===== src/rtl/dilated_causal_1d_deconv.sv =====
// Inverse dilated causal deconvolution with one shared multiplier; x_hat is valid K-1 edges after the accepting edge.
// A stalled output holds out_data with in_ready low; DECONV_SAT_FLAG_EN adds sat_flag and sat_count.
module dilated_causal_1d_deconv #(
    parameter int DILATION    = 2,
    parameter int KERNEL_SIZE = 3,
    parameter int ACC_W       = 20,
    localparam int CW         = $clog2(KERNEL_SIZE)
) (
    input  logic                clk,
    input  logic                reset,
    input  logic                in_valid,
    output logic                in_ready,
    input  logic signed [7:0]   in_data,
    output logic                out_valid,
    input  logic                out_ready,
    output logic signed [7:0]   out_data,
    input  logic                coef_we,
    input  logic [CW-1:0]       coef_addr,
    input  logic signed [7:0]   coef_data
`ifdef DECONV_SAT_FLAG_EN
    ,
    output logic                sat_flag,
    output logic [15:0]         sat_count
`endif
);

    localparam int L  = DILATION * (KERNEL_SIZE - 1);
    localparam int HW = (L > 1) ? $clog2(L) : 1;
    localparam logic signed [ACC_W-1:0] SAT_HI = ACC_W'(127);
    localparam logic signed [ACC_W-1:0] SAT_LO = ACC_W'(-128);

    typedef enum logic [1:0] {IDLE, MAC, OUT} state_t;

    state_t                  state;
    logic signed [ACC_W-1:0] acc;
    logic [CW-1:0]           k;
    logic [HW-1:0]           wptr;
    logic signed [7:0]       hist [0:L-1];
    logic signed [7:0]       h    [1:KERNEL_SIZE-1];

    logic [HW-1:0]           rd_addr;
    int                      rd_pos;
    logic signed [15:0]      prod;
    logic signed [ACC_W-1:0] acc_mac;
    logic signed [7:0]       acc_sat;
    logic                    last_tap;

    function automatic logic signed [7:0] sat8(input logic signed [ACC_W-1:0] v);
        if (v > SAT_HI)
            return 8'sd127;
        else if (v < SAT_LO)
            return -8'sd128;
        else
            return v[7:0];
    endfunction

    // Lag k*D lands at (wptr - k*D) mod L; lag L is the oldest slot, at wptr itself.
    always_comb begin
        rd_pos = int'(wptr) - int'(k) * DILATION;
        if (rd_pos < 0)
            rd_pos = rd_pos + L;
        rd_addr = rd_pos[HW-1:0];
    end

    assign prod     = h[k] * hist[rd_addr];
    assign acc_mac  = acc - {{(ACC_W-16){prod[15]}}, prod};
    assign acc_sat  = sat8(acc_mac);
    assign last_tap = (int'(k) == KERNEL_SIZE - 1);

    always_ff @(posedge clk or posedge reset) begin
        if (reset) begin
            state     <= IDLE;
            in_ready  <= 1'b1;
            out_valid <= 1'b0;
            out_data  <= '0;
            acc       <= '0;
            k         <= CW'(1);
            wptr      <= '0;
            for (int i = 0; i < L; i++)
                hist[i] <= '0;
            for (int i = 1; i < KERNEL_SIZE; i++)
                h[i] <= 8'(i + 1);
        end else begin
            case (state)
                IDLE: begin
                    if (coef_we && coef_addr != '0 && int'(coef_addr) < KERNEL_SIZE)
                        h[coef_addr] <= coef_data;
                    if (in_valid) begin
                        acc      <= {{(ACC_W-8){in_data[7]}}, in_data};
                        k        <= CW'(1);
                        in_ready <= 1'b0;
                        state    <= MAC;
                    end
                end
                MAC: begin
                    acc <= acc_mac;
                    if (last_tap) begin
                        // The only history write per sample happens here, so a stall in OUT cannot repeat it.
                        out_valid     <= 1'b1;
                        out_data      <= acc_sat;
                        hist[wptr]    <= acc_sat;
                        wptr          <= (wptr == HW'(L - 1)) ? '0 : wptr + HW'(1);
                        state         <= OUT;
                    end else begin
                        k <= k + CW'(1);
                    end
                end
                OUT: begin
                    if (out_ready) begin
                        out_valid <= 1'b0;
                        in_ready  <= 1'b1;
                        state     <= IDLE;
                    end
                end
                default: begin
                    out_valid <= 1'b0;
                    in_ready  <= 1'b1;
                    state     <= IDLE;
                end
            endcase
        end
    end

`ifdef DECONV_SAT_FLAG_EN
    logic mac_clip;
    assign mac_clip = (acc_mac > SAT_HI) || (acc_mac < SAT_LO);

    always_ff @(posedge clk or posedge reset) begin
        if (reset) begin
            sat_flag  <= 1'b0;
            sat_count <= '0;
        end else if (state == MAC && last_tap) begin
            sat_flag <= mac_clip;
            if (mac_clip && sat_count != 16'hFFFF)
                sat_count <= sat_count + 16'd1;
        end else if (state == OUT && out_ready) begin
            sat_flag <= 1'b0;
        end
    end
`endif

endmodule


===== config.mk =====
export PLATFORM = sky130hd
export DESIGN_NAME = dilated_causal_1d_deconv
export DESIGN_NICKNAME = d
export VERILOG_FILES = /design/src/rtl/dilated_causal_1d_deconv.sv
export SDC_FILE = /design/constraint.sdc
export NUM_CORES = 1
export LEC_CHECK = 0
export BUFFER_PORTS_ARGS = -buffer_cell sky130_fd_sc_hd__buf_2
export CAP_MARGIN = 40
export CORE_UTILIZATION = 57
export CTS_CLUSTER_SIZE = 10
export DETAILED_ROUTE_END_ITERATION = 7
export PLACE_DENSITY = 0.78
export SYNTH_ARGS = -nofsm -noshare
export SYNTH_HDL_FRONTEND = slang
export SYNTH_SLANG_ARGS = --single-unit

===== constraint.sdc =====
create_clock -name clk -period 7.7 [get_ports clk]
set_clock_uncertainty 0.05 [all_clocks]
set_input_delay 0 -clock clk [delete_from_list [all_inputs] [get_ports clk]]
set_output_delay 0 -clock clk [all_outputs]
set_load 0.02 [all_outputs]

==> summary.txt <==
Worst setup path
  – Category of the worst setup path capture point: register
  – Kind of cell adding the most delay to the critical path: compound AO/OA/AOI/OAI gates
  – Critical path class: register to register
  – Setup slack of the most critical reg-to-reg path: -390 ps
  – CP max stage cell: dfstp_2
  – Data required time of the worst path: 7930 ps
  – Destination of the critical timing path: hist[28]
  – Worst setup path start: k[0]
  – Worst stage delay on the critical path: 640 ps
  – Launching point of the worst reg2reg path: k[0]
  – Reg-to-Reg End: hist[28]
  – Largest fanout on the critical path: 8
  – Startpoint type of the worst setup path: register
  – Cell repeated most along the worst path: buf_6
  – Number of buffer and inverter instances along the worst setup path: 10
  – Depth of the most critical reg-to-reg path: 40
  – Crit path arrival time: 8320 ps
  – Logic depth of the worst setup path including buffers: 40

Detailed routing
  – First-pass iteration count of the detailed router: 6
  – Post-route DRC: 0
  – Per-cell via count in the routed design: 6.06
  – Total via count in the routed design: 7036
  – Remaining antenna violation count after routing: 0
  – Drt total wl: 23000 um
  – Per-cell routed wire length: 19.8 um
  – DR iter-0 viols: 515

Synthesis
  – Fraction of registers with async set or reset after synthesis: 100%
  – Per-instance average area after synthesis: 9.00 um2
  – Seq/Total Area, Yosys: 28.1%
  – Post-synthesis register bit count: 84
  – Cell count after synthesis: 833
  – Post-Synthesis Net Count: 961
  – Post-Synthesis Cell Area: 0.00750 mm2
  – Main area contributors after synthesis: dfrtp_1 26%, fa_1 15%, ha_1 8.2%
  – Leading register cell type out of synthesis: dfrtp_1
  – Area fraction of the dominant cell type after synthesis: 26.4%
  – Post-synth EDFFs: 0
  – Yosys Warn Count: 0
  – Count leader, synth: nand2_1
  – Post-synth top area cell: dfrtp_1
  – Post-synth cell types: 69
  – Most used standard cells in the synthesized netlist: 108 x nand2_1, 97 x inv_1, 80 x nor2_1

Placed design
  – Post-Place Cell Area: 0.00845 mm2
  – GP Congestion: 0.876
  – Count of input and output buffers: 32
  – Placed wire-length estimate after detailed placement: 13700 um
  – Cells after DPL: 1087

Floorplanning
  – Initial Util: 58.9%
  – Placement row count: 41
  – Die area: 0.0136 mm2
  – Width of the chip: 117 um
  – I/O pin count: 33
  – Chip height: 117 um
  – Core area: 0.0127 mm2

Clock tree
  – Clock sink count: 84
  – CTS tree: done
  – Skew-Pair Late Insertion Delay: 360 ps
  – CTS root buffer: clkbuf_16
  – Clock transition at path regs: 60 ps
  – Cts bufs inserted: 9
  – Number of levels the H-tree was split into: 3
  – Buffer depth of the longest clock path: 2

Timing
  – Minimum period implied by the final worst setup slack: 8090 ps
  – Final cycle utilization of the critical path: 105%
  – Total count of max-transition violations in the final report: 0
  – Highest attainable clock frequency: 0.124 GHz
  – Final Hold Violating Endpoints: 0
  – Unrepaired setup endpoints after global routing: yes
  – Slew @ Worst Pin: 705 ps
  – Final Setup Violations: 40
  – Setup WS post-layout: -391 ps
  – Worst slew margin relative to its limit: 52.9%

Final layout
  – Post-route cell area: 0.00996 mm2
  – Layout area overhead: 32.8%
  – Share of cells above drive strength 1: 34.1%
  – Antenna diode count: 0
  – Final net count: 1112
  – Post-layout instance count excluding filler cells: 1161

Hold path
  – Worst hold path class: input port to register
  – Count of cells along the worst hold path: 4

GRT
  – Largest net degree at the start of global routing: 59
  – Number of global-route vias before repair: 6700
  – Remaining global-route overflow: 0
  – Wire length of the first global-routing pass: 32900 um
  – Total global routing track utilization: 31.7%
  – Antenna violations before repair: 0

Run status
  – Status: finished with violations
  – Failing checks: setup timing

Flow run
  – Max-cap check violation count: 0
==> per-stage QoR <==
stage	setup TNS, ps	utilization [%]	setup WS [ps]	hold slack [ps]
6_report	-12180	78.3	-391	20.1
5_1_grt	-20010	78.3	-569	38.1
4_1_cts	0	73.1	2.93	1.46
3_5_place_dp	-11440	66.4	-356	38.5
3_3_place_gp	-4530	65.7	-174	200
2_1_floorplan	0	-	19.6	83.4
==> worst register-to-register path, delay by kind of cell (launching register included) <==
kind                     cells  cell delay [ps]
AO/OA/AOI/OAI               15             2840
AND/OR/NAND/NOR              6              490
buffers and inverters       10             1310
adder cells (fa/ha/maj)      7             2340
flip-flops                   1              640
XOR/XNOR                     2              350
==> flip-flops by register name, indices dropped and copies added (netlist names) <==
signal     flops
hist          32
acc           20
wptr           2
state          2
in_ready       1
out_data       8
h             16
out_valid      1
k              2
==> kinds of logic after synthesis <==
kind of cell               count (synthesis)  synth area share [%]
xor gates and xnor gates                  36                  5.14
AOI/OAI and AO/OA                        189                  17.1
muxes                                     21                  3.09
buffers and inverters                    124                  6.54
DFF                                       84                  28.1
and+or+nand+nor                          274                  16.8
adders and majority gates                105                  23.1
==> per-layer routing <==
layer,up-vias,part of all wire (%),track usage (%)
met5,-,0,0
met4,0,3.6,12.5
met3,85,8.4,7.47
met2,370,50,50.6
met1,3474,38,41.8
li1,3107,-,-
==> worst min-delay path by stage <==
stage / start / endpoint / slack [ps]
floorplan: out_ready / in_ready / 80
global placement: coef_data[6] / h[6] / 200
detailed placement: reset / out_data[5] / 40
CTS: in_data[3] / acc[3] / 1
global route: in_valid / acc[1] / 40
finish: in_data[5] / acc[5] / 20
==> area by class of cell <==
| class | instances | area [um2] |
|---|---|---|
| Clock inverter | 5 | 86.3 |
| Tap cell | 172 | 215 |
| Multi-Input combinational cell | 626 | 5510 |
| Inverter | 97 | 365 |
| Fill cell | 752 | 2770 |
| Sequential cell | 84 | 2110 |
| Timing Repair Buffer | 166 | 1430 |
| Clock buffer | 11 | 233 |
==> timing repair <==
| item | 4_1_cts | 5_1_grt |
|---|---|---|
| endpoints found under the hold margin | 49 | 0 |
| pin swaps | 27 | 75 |
| setup buffers | 16 | 29 |
| hold buffers | 14 | 0 |
| gates resized for setup | 47 | 119 |
| endpoints found under the setup margin | 41 | 42 |
| cloned | 2 | 1 |
==> cells in the final DEF, fill, tap and decap left out, types with 19 or more instances in the layout <==
cell / instances
ha_1: 40
dfrtp_1: 77
buf_2: 32
a21oi_1: 26
o21ai_1: 26
buf_4: 92
o21ai_2: 21
inv_1: 83
nand2_1: 98
fa_1: 52
nor2_1: 69
o21ai_0: 19
Power is left out: the tool's default activity adds up to more than one toggle a clock period on the data nets, which glitch-free logic cannot reach.
